### src/rtl/uart_pkg.sv
// Shared UART definitions: FSM encoding, oversampling constants and the
// frame-width clamp used by both the receiver and the transmitter.
package uart_pkg;

  localparam int OVERSAMPLE  = 16;
  localparam int SAMPLE_TICK = 8;

  localparam logic [3:0] MIN_WIDTH = 4'd5;
  localparam logic [3:0] MAX_WIDTH = 4'd8;

  localparam logic [2:0] ST_IDLE   = 3'd0;
  localparam logic [2:0] ST_START  = 3'd1;
  localparam logic [2:0] ST_DATA   = 3'd2;
  localparam logic [2:0] ST_PARITY = 3'd3;
  localparam logic [2:0] ST_STOP   = 3'd4;

  // Receiver internals made visible for debug and checker binding.
  typedef struct packed {
    logic [2:0] state;
    logic [3:0] tick_idx;
    logic [3:0] bit_cnt;
  } rx_dbg_t;

  // Out-of-range widths fall back to a full-width frame.
  function automatic logic [3:0] clamp_width(input logic [3:0] w);
    return ((w >= MIN_WIDTH) && (w <= MAX_WIDTH)) ? w : MAX_WIDTH;
  endfunction

endpackage

### src/rtl/uart_baud_tick.sv
// Oversample tick generator: one tick every BASE_DIV * 2^(7-baud) clocks,
// with the phase realigned by restart.
module uart_baud_tick #(
  parameter int BASE_DIV = 27
) (
  input  logic       pclk,
  input  logic       rst,
  input  logic [2:0] baud,
  input  logic       restart,
  output logic       tick
);

  localparam int MAX_PERIOD = BASE_DIV * 128;
  localparam int CW         = $clog2(MAX_PERIOD + 1);

  logic [CW-1:0] cnt_q, cnt_d;
  logic [CW-1:0] period_m1;
  logic          wrap;

  assign period_m1 = (CW'(BASE_DIV) << (3'd7 - baud)) - CW'(1);
  // >= keeps the divider safe if baud shrinks while the count is high.
  assign wrap      = (cnt_q >= period_m1);
  assign tick      = wrap & ~restart;

  always_comb begin
    cnt_d = cnt_q + CW'(1);
    if (restart || wrap) cnt_d = '0;
  end

  always_ff @(posedge pclk) begin
    if (rst) cnt_q <= '0;
    else     cnt_q <= cnt_d;
  end

endmodule

### src/rtl/uart_rx.sv
// UART receiver: 16x oversampled deserialiser with parity/stop checking and
// a single-entry holding register. Define UART_RX_MAJORITY_EN for 3-sample voting.
module uart_rx
  import uart_pkg::*;
#(
  parameter int DSIZE      = 8,
  parameter int BASE_DIV   = 27,
  parameter int OVERSAMPLE = 16
) (
  input  logic             pclk,
  input  logic             rst,
  input  logic             rxd,
  input  logic [3:0]       bit_width,
  input  logic [2:0]       baud,
  input  logic             parity_odd,
  output logic [DSIZE-1:0] rx_data,
  output logic             rx_valid,
  input  logic             rx_ready,
  output logic             parity_err,
  output logic             frame_err,
  output logic             overrun,
  output logic             busy,
  output rx_dbg_t          dbg_o
);

  localparam int         IDXW      = $clog2(DSIZE);
  localparam logic [3:0] TICK_LAST = 4'(OVERSAMPLE - 1);

  logic sync1_q, sync2_q, prev_q;
  logic rx_s, start_det, tick, bit_val;

  logic [2:0]       state_q, state_d;
  logic [3:0]       tick_idx_q, tick_idx_d;
  logic [3:0]       bit_cnt_q, bit_cnt_d;
  logic [3:0]       width_q, width_d;
  logic [2:0]       baud_q, baud_d;
  logic             odd_q, odd_d;
  logic             par_bad_q, par_bad_d;
  logic [DSIZE-1:0] shift_q, shift_d;
  logic             complete, stop_bad;

  logic [DSIZE-1:0] rx_data_q, rx_data_d;
  logic             rx_valid_q, rx_valid_d;
  logic             parity_err_q, parity_err_d;
  logic             frame_err_q, frame_err_d;
  logic             overrun_q, overrun_d;

  assign rx_s      = sync2_q;
  assign start_det = prev_q & ~sync2_q & (state_q == ST_IDLE);

  uart_baud_tick #(.BASE_DIV(BASE_DIV)) u_tick (
    .pclk    (pclk),
    .rst     (rst),
    .baud    (baud_q),
    .restart (start_det),
    .tick    (tick)
  );

`ifdef UART_RX_MAJORITY_EN
  localparam logic [3:0] DECIDE_TICK = 4'(SAMPLE_TICK + 1);
  logic [1:0] vote_q;

  always_ff @(posedge pclk) begin
    if (rst) begin
      vote_q <= '0;
    end else if (tick && (tick_idx_q == 4'(SAMPLE_TICK - 1))) begin
      vote_q[0] <= rx_s;
    end else if (tick && (tick_idx_q == 4'(SAMPLE_TICK))) begin
      vote_q[1] <= rx_s;
    end
  end

  assign bit_val = (vote_q[0] & vote_q[1]) | (rx_s & (vote_q[0] | vote_q[1]));
`else
  localparam logic [3:0] DECIDE_TICK = 4'(SAMPLE_TICK);
  assign bit_val = rx_s;
`endif

  // Frame FSM. Leaving STOP at the sample point lets a back-to-back start
  // edge in the second half of the stop bit be caught.
  always_comb begin
    state_d    = state_q;
    tick_idx_d = tick_idx_q;
    bit_cnt_d  = bit_cnt_q;
    width_d    = width_q;
    baud_d     = baud_q;
    odd_d      = odd_q;
    shift_d    = shift_q;
    par_bad_d  = par_bad_q;
    complete   = 1'b0;
    stop_bad   = 1'b0;
    if (state_q == ST_IDLE) begin
      if (start_det) begin
        state_d    = ST_START;
        tick_idx_d = '0;
        bit_cnt_d  = '0;
        width_d    = clamp_width(bit_width);
        baud_d     = baud;
        odd_d      = parity_odd;
        shift_d    = '0;
        par_bad_d  = 1'b0;
      end
    end else if (tick) begin
      tick_idx_d = (tick_idx_q == TICK_LAST) ? 4'd0 : tick_idx_q + 4'd1;
      if (tick_idx_q == DECIDE_TICK) begin
        case (state_q)
          ST_START: state_d = bit_val ? ST_IDLE : ST_DATA;
          ST_DATA: begin
            shift_d[bit_cnt_q[IDXW-1:0]] = bit_val;
            bit_cnt_d = bit_cnt_q + 4'd1;
            if (bit_cnt_q == (width_q - 4'd1)) state_d = ST_PARITY;
          end
          ST_PARITY: begin
            par_bad_d = (^shift_q) ^ bit_val ^ odd_q;
            state_d   = ST_STOP;
          end
          ST_STOP: begin
            complete = 1'b1;
            stop_bad = ~bit_val;
            state_d  = ST_IDLE;
          end
          default: state_d = ST_IDLE;
        endcase
      end
    end
  end

  // Handshake: a word transfers on any cycle with rx_valid && rx_ready, and
  // rx_valid drops on the following edge unless a new word loads there.
  // A completion while the held word is stalled is dropped as an overrun.
  always_comb begin
    rx_data_d    = rx_data_q;
    rx_valid_d   = rx_valid_q & ~rx_ready;
    parity_err_d = parity_err_q;
    frame_err_d  = frame_err_q;
    overrun_d    = 1'b0;
    if (complete) begin
      if (rx_valid_q && !rx_ready) begin
        overrun_d = 1'b1;
      end else begin
        rx_data_d    = shift_q;
        rx_valid_d   = 1'b1;
        parity_err_d = par_bad_q;
        frame_err_d  = stop_bad;
      end
    end
  end

  always_ff @(posedge pclk) begin
    if (rst) begin
      sync1_q      <= 1'b1;
      sync2_q      <= 1'b1;
      prev_q       <= 1'b1;
      state_q      <= ST_IDLE;
      tick_idx_q   <= '0;
      bit_cnt_q    <= '0;
      width_q      <= MAX_WIDTH;
      baud_q       <= 3'd7;
      odd_q        <= 1'b0;
      shift_q      <= '0;
      par_bad_q    <= 1'b0;
      rx_data_q    <= '0;
      rx_valid_q   <= 1'b0;
      parity_err_q <= 1'b0;
      frame_err_q  <= 1'b0;
      overrun_q    <= 1'b0;
    end else begin
      sync1_q      <= rxd;
      sync2_q      <= sync1_q;
      prev_q       <= sync2_q;
      state_q      <= state_d;
      tick_idx_q   <= tick_idx_d;
      bit_cnt_q    <= bit_cnt_d;
      width_q      <= width_d;
      baud_q       <= baud_d;
      odd_q        <= odd_d;
      shift_q      <= shift_d;
      par_bad_q    <= par_bad_d;
      rx_data_q    <= rx_data_d;
      rx_valid_q   <= rx_valid_d;
      parity_err_q <= parity_err_d;
      frame_err_q  <= frame_err_d;
      overrun_q    <= overrun_d;
    end
  end

  assign rx_data        = rx_data_q;
  assign rx_valid       = rx_valid_q;
  assign parity_err     = parity_err_q;
  assign frame_err      = frame_err_q;
  assign overrun        = overrun_q;
  assign busy           = (state_q != ST_IDLE);
  assign dbg_o.state    = state_q;
  assign dbg_o.tick_idx = tick_idx_q;
  assign dbg_o.bit_cnt  = bit_cnt_q;

endmodule

### config.mk
export PLATFORM = sky130hd
export DESIGN_NAME = uart_rx
export DESIGN_NICKNAME = d
export VERILOG_FILES = /design/src/rtl/uart_pkg.sv /design/src/rtl/uart_baud_tick.sv /design/src/rtl/uart_rx.sv
export SDC_FILE = /design/constraint.sdc
export NUM_CORES = 1
export LEC_CHECK = 0
export ABC_AREA = 1
export BUFFER_PORTS_ARGS = -buffer_cell sky130_fd_sc_hd__buf_2
export CAP_MARGIN = 15
export CORE_ASPECT_RATIO = 0.5
export CORE_UTILIZATION = 56
export DETAILED_ROUTE_END_ITERATION = 10
export PLACE_DENSITY = 0.83
export SLEW_MARGIN = 20
export SYNTH_ARGS = -nofsm -noshare
export SYNTH_HDL_FRONTEND = slang
export SYNTH_SLANG_ARGS = --single-unit
### constraint.sdc
create_clock -name pclk -period 8.4 [get_ports pclk]
set_input_delay 1.26 -clock pclk [delete_from_list [all_inputs] [get_ports pclk]]
set_output_delay 1.26 -clock pclk [all_outputs]
set_load 0.02 [all_outputs]
==> results.toml, run 1 <==
[final_layout]
final_nets = 494
layout_common_cells = "nand2_1, dfxtp_1, inv_1"
fill_cells = 485
drive_gt1_frac = 0.161
layout_commonest_cell = "nand2_1"
synthToLayoutAreaGrowth_pct = 9.09
diodes = 0
fin_util = 0.637
layout.cells.non_filler = 534
fin_area_mm2 = 0.00350

[cts]
cts-hold-fix-buffers = 0
post_cts_buffers = 0
cts.path.max_buffers = 2
cts_buffers = 5
cts_resized = 0
clock-root-buffer = "clkbuf_16"
cts_tree = "yes"
clock_sinks = 55
path_clk_slew_ns = 0.07
htree_num_levels = 2
clk_latency_ns = 0.30

[global_route]
grt_pass1_vias = 2491
busiest_layer = "met2"
grt_max_degree = 32
grt_pass1_wl_um = 10900
grtUsageMet1 = 0.298
grtUsageMet3 = 0.0555
grt_remaining_overflow = 0
met2_usage = 0.374
grt_use_total = 0.232
grt_antenna_before_repair = 0

[power_and_ir_drop]
p_sw_frac = 0.279
power_density_mw_per_mm2 = 164
power_mw = 0.574
p_int_mw = 0.414
clockPowerShare = 0.376
leakage_nw = 1.55
power_frac_comb = 0.149
p_seq_frac = 0.475
ir_drop_uv = 118
switching_power_mw = 0.160

[yosys]
yosysWarnings = 0
syn-cell-area_mm2 = 0.00321
synth-seq-area-share = 0.343
ys_top_cells_by_area = "dfxtp_1, nand2_1, ha_1, nand3_1, a21oi_1"
ys_types = 35
yosysTopAreaCell = "dfxtp_1"
synthCells = 435
ys_ff_latch = 55
syn_nets = 468
syn_area_per_cell_um2 = 7.37
post-synth-top-area-fraction = 0.343

[timing]
whs_ns = 0.411
fin_crit_sh = 0.380
rsz0062_at_grt = "no"
max_freq_mhz = 314
hold_violations = 0
min_period_ns = 3.19
worst_slack_ns = 5.21
setup_viol = 0
slew_headroom = 0.623
worst_pin_slew_ns = 0.566
fin_setup_tns_ns = 0
final_max_slew_viol_count = 0
skew_ns = 0.00813

[floorplanning]
start_util = 0.584
fp.dieH_um = 55.5
ios = 36
fp.coreArea_mm2 = 0.00549
num_rows = 19
die-width_um = 109
die_area_mm2 = 0.00605

[setup_path]
critical_path_class = "flop to flop"
path_delay_family = "simple AND/OR/NAND/NOR gates"
crit_chain = "inv_1 -> ha_1 -> nand2_1 -> nand2_1 -> nor4_1 -> xor2_1 -> ha_1 -> nand2_1 -> nand2_1 -> nand2_1 -> nand2_1 -> a21oi_2 -> nand2_4 -> nand2_8 -> nor2_4 -> nand2_1 -> nand2_1 -> nand2_1 -> nor2_1"
worstPathArrival_ns = 3.39
worstSetupEndpointType = "flop"
critPathMostFrequentCell = "nand2_1"
path_buf_inv = 1
cp_slowest_cell = "dfxtp_1"
critPathMaxStageDelay_ns = 0.44
cp_data_required_time_ns = 8.60
worstPathMaxFanout = 11
startpoint_type = "flop"

[routing]
routedWlPerCell_um = 12.0
firstDrtPassIters = 4
drt-total-wl_um = 6420
vias = 2810
ant_nets = 0
routed_via_density = 5.26
drc = 0
drt_iter0_drc = 163

[placement]
hpwl_um = 4610
gp_congestion = 0.915
place_area_mm2 = 0.00335
post-place-cells = 527
pre_cts_slack_ns = 5.24
portBuffers = 35

[status]
status = "complete, no violations"

[hold_path]
min_path_type = "flop to flop"

[job]
drv_cap = 0
==> per-layer routing <==
metal	part of all wire	up-vias
li1	-	1474
met1	0.49	1274
met2	0.45	53
met3	0.035	9
met4	0.016	0
met5	0	-
==> final timing paths <==
kind	start	to	slack, ns	cells past startpoint
setup reg to reg	baud_q[1]	frame_err	5.21	19
hold reg to reg	sync1_q	bit_val	0.41	1
setup / recovery	baud_q[1]	frame_err	5.21	19
hold / removal	sync1_q	bit_val	0.41	1
==> state kept, by name (all words and copies together), names as in the netlist <==
signal,flops
u_tick.cnt_q,12
rx_data,8
shift_q,8
bit_cnt_q,4
tick_idx_q,4
width_q,4
baud_q,3
state_q,3
bit_val,1
frame_err,1
odd_q,1
overrun,1
par_bad_q,1
parity_err,1
prev_q,1
rx_valid,1
sync1_q,1
==> synthesized netlist by cell type <==
master	instances
clkbuf_1	7
nand3_2	2
nor2_2	4
o211ai_1	3
o21ai_0	11
o22ai_1	3
nand2_1	96
buf_6	3
a21oi_1	32
buf_2	3
inv_1	41
nand2_4	1
nor4_1	2
nand3b_1	1
or3_4	1
nand3_1	39
o21a_1	1
xnor2_1	8
nand3_4	1
buf_4	2
or2_2	13
or2_0	1
a21oi_2	2
ha_1	21
nor2_4	2
nor2_1	38
nand4_1	13
xor2_1	12
nor3_1	8
nand2_8	2
buf_12	2
inv_2	2
o31ai_1	2
dfxtp_1	55
nand2_2	1
==> kinds of logic (layout without fill, tap and decap cells) <==
group           Yosys count  after routing  synth area share
simple gates            225            225             0.337
buf+inv                  60             86            0.0909
flops                    55             55             0.343
compound gates           54             54            0.0924
fa+ha+maj                21             21            0.0819
xor+xnor                 20             20            0.0546
==> cell type report <==
class | instances | area, µm² | share of cell area
inverters | 43 | 161 | 0.0461
clock buffers | 6 | 139 | 0.0397
flip-flops and latches | 55 | 1100 | 0.315
multi-input cells | 320 | 1820 | 0.519
well taps | 73 | 91.3 | 0.0261
clock inverters | 1 | 8.76 | 0.00250
repair buffers | 36 | 183 | 0.0522
==> power groups by stage <==
stage                     Combinational, mW  Sequential [mW]  Clock (mW)
after global placement               0.0836            0.279           0
after floorplan                      0.0702            0.279           0
after global routing                 0.0962            0.274       0.232
final                                0.0856            0.273       0.216
after CTS                            0.0857            0.273       0.221
after detailed placement             0.0850            0.279           0
Note: power is estimated with default switching activity, not from simulation.
==> inputs of run 2 (changes only) <==
Settings changed: ABC_AREA 1 to 0.
Clock period 8.4 ns to 3.2 ns, I/O delays scaled along.
==> run 2 against run 1 <==
Non-clock buffer count is 6 higher. Via count is 7.0% lower. Sequential power grew to 2.6 times the previous value. Clock skew is 0.0053 ns higher. Largest cell class unchanged. Setup slack worse by 5.0 ns. Wire length is 2.4% higher. Count of clock-buffer cells in the layout is 1 lower. Sequential share of layout area is 0.76 points higher. Die area is 3.5% lower. First-iteration DRC count is 32% lower. Hold slack worse by 0.070 ns.
==> results.toml, run 2 <==
[power_and_ir_drop]
power_density_mw_per_mm2 = 362
p_seq_frac = 0.573
ir_drop_uv = 227
clockPowerShare = 0.316
power_frac_comb = 0.111
leakage_nw = 1.32
p_sw_frac = 0.271
switching_power_mw = 0.336
p_int_mw = 0.904

[timing]
fin_setup_tns_ns = 0
hold_violations = 0
worst_pin_slew_ns = 0.809
min_period_ns = 2.96
skew_ns = 0.0134
rsz0062_at_grt = "no"
slew_headroom = 0.460
max_freq_mhz = 338
setup_viol = 0
fin_crit_sh = 0.924
whs_ns = 0.341
final_max_slew_viol_count = 0

[global_route]
grt_antenna_before_repair = 0
grt_use_total = 0.248
grt_pass1_vias = 2405
grt_remaining_overflow = 0
grt_max_degree = 49
grt_pass1_wl_um = 11100

[cts]
path_clk_slew_ns = 0.10
cts.path.max_buffers = 2
cts-hold-fix-buffers = 0
clock_sinks = 55
clock-root-buffer = "clkbuf_8"
htree_num_levels = 2
cts_tree = "yes"
clk_latency_ns = 0.32
cts_resized = 0
post_cts_buffers = 0
cts_buffers = 5

[floorplanning]
die-width_um = 107
ios = 36
num_rows = 18
die_area_mm2 = 0.00584
fp.dieH_um = 54.6
start_util = 0.605
fp.coreArea_mm2 = 0.00511

[setup_path]
worstPathArrival_ns = 3.21
worstPathMaxFanout = 12
critical_path_class = "flop to flop"
cp_data_required_time_ns = 3.45
r2r_slack_ns = 0.24
ff2ff_path_depth = 12
r2r_end = "u_tick.cnt_q[9]"
worstSetupEndpointType = "flop"
cp-endpoint = "u_tick.cnt_q[9]"
crit_start = "baud_q[1]"
startpoint_type = "flop"
r2r_start = "baud_q[1]"

[yosys]
syn_nets = 395
synth_async_sr_flop_share = 0
ys_ff_latch = 55
synth_commonest_cells = "dfxtp_1, nor2_1, a21oi_1, xnor2_1"
syn-cell-area_mm2 = 0.00309
synthFlopType = "dfxtp_1"
syn_area_per_cell_um2 = 8.55
post-synth-top-area-fraction = 0.356
synth-seq-area-share = 0.356
synth_edf_count = 0
ys_top_cells_by_area = "dfxtp_1, ha_1, xnor2_1, nor2_1, a21oi_1"
yosysMostFrequentCell = "dfxtp_1"
yosysWarnings = 0
synthCells = 362
yosysTopAreaCell = "dfxtp_1"
ys_types = 48

[final_layout]
diodes = 0
layout_commonest_cell = "dfxtp_1"
synthToLayoutAreaGrowth_pct = 10.7
max_flop_register = "u_tick.cnt_q"
layout_common_cells = "dfxtp_1, nor2_1, buf_2"
drive_gt1_frac = 0.180
final_nets = 422
largest_reg_flops = 12

[hold_path]
min_path_cells = 2
min_path_type = "input pin to flop"

[job]
drv_cap = 0

[routing]
drt-total-wl_um = 6570
ant_nets = 0
firstDrtPassIters = 4
routed_via_density = 5.69
routedWlPerCell_um = 14.3
drt_iter0_drc = 111
drc = 0
vias = 2613

[placement]
gp_congestion = 0.863
hpwl_um = 4680
portBuffers = 35

[status]
status = "complete, no violations"
[run 2: how the worst min path moves through the flow]
stage | start | end | slack (ns)
2_1_floorplan | sync1_q | bit_val | 0.39
3_5_place_dp | sync1_q | bit_val | 0.40
6_report | rxd | sync1_q | 0.34
3_3_place_gp | sync1_q | bit_val | 0.40
4_1_cts | rxd | sync1_q | 0.35
5_1_grt | rxd | sync1_q | 0.33
[run 2: cell families after synthesis]
family                   after synthesis  share of synthesized area
flip-flops                            55                      0.356
XOR/XNOR                              31                     0.0877
multiplexers                          12                     0.0392
AND/OR/NAND/NOR                      138                      0.234
AO/OA/AOI/OAI                         70                      0.152
adder cells (fa/ha/maj)               21                     0.0849
buffers and inverters                 35                     0.0465
[run 2: layout make-up]
| class | count | area (µm²) |
|---|---|---|
| Fill cell | 406 | 1690 |
| Tap cell | 70 | 87.6 |
| Clock buffer | 5 | 68.8 |
| Sequential cell | 55 | 1100 |
| Clock inverter | 2 | 16.3 |
| Timing Repair Buffer | 42 | 240 |
| Inverter | 13 | 48.8 |
| Multi-Input combinational cell | 272 | 1860 |
[run 2: power by group through the flow]
stage	clock network (mW)	registers, mW	logic, mW
after global routing	0.418	0.714	0.152
after detailed placement	0	0.726	0.135
after CTS	0.393	0.710	0.136
final	0.393	0.711	0.137
after floorplan	0	0.719	0.106
after global placement	0	0.725	0.127
[run 2: stage by stage]
step                setup slack (ns)  utilization  instances  area (µm²)  power (mW)
floorplan                      0.103            -        362        3090       0.826
global placement               0.262        0.651        452        3330       0.853
detailed placement            0.0942        0.651        452        3330       0.861
CTS                           0.0909        0.667        459        3410        1.24
global route                  0.0440        0.670        459        3420        1.28
finish                         0.242        0.670        459        3420        1.24
[run 2: layer usage]
layer / share of wire / global-route usage / wire (µm)
met4: 0.013 / 0.0639 / 87
met2: 0.50 / 0.461 / 3300
met1: 0.44 / 0.298 / 2880
met5: 0 / 0 / 0
met3: 0.046 / 0.0571 / 304
[run 2: critical path: stages (launching register included)]
cell and delay (ns):
dfxtp_2 0.43, inv_1 0.08, ha_2 0.39, nor3_1 0.07, xor2_1 0.14, and2_1 0.16
ha_1 0.19, a2111o_1 0.33, a31oi_4 0.26, buf_4 0.21, nand2_4 0.08, or3_4 0.41
nor2_1 0.13
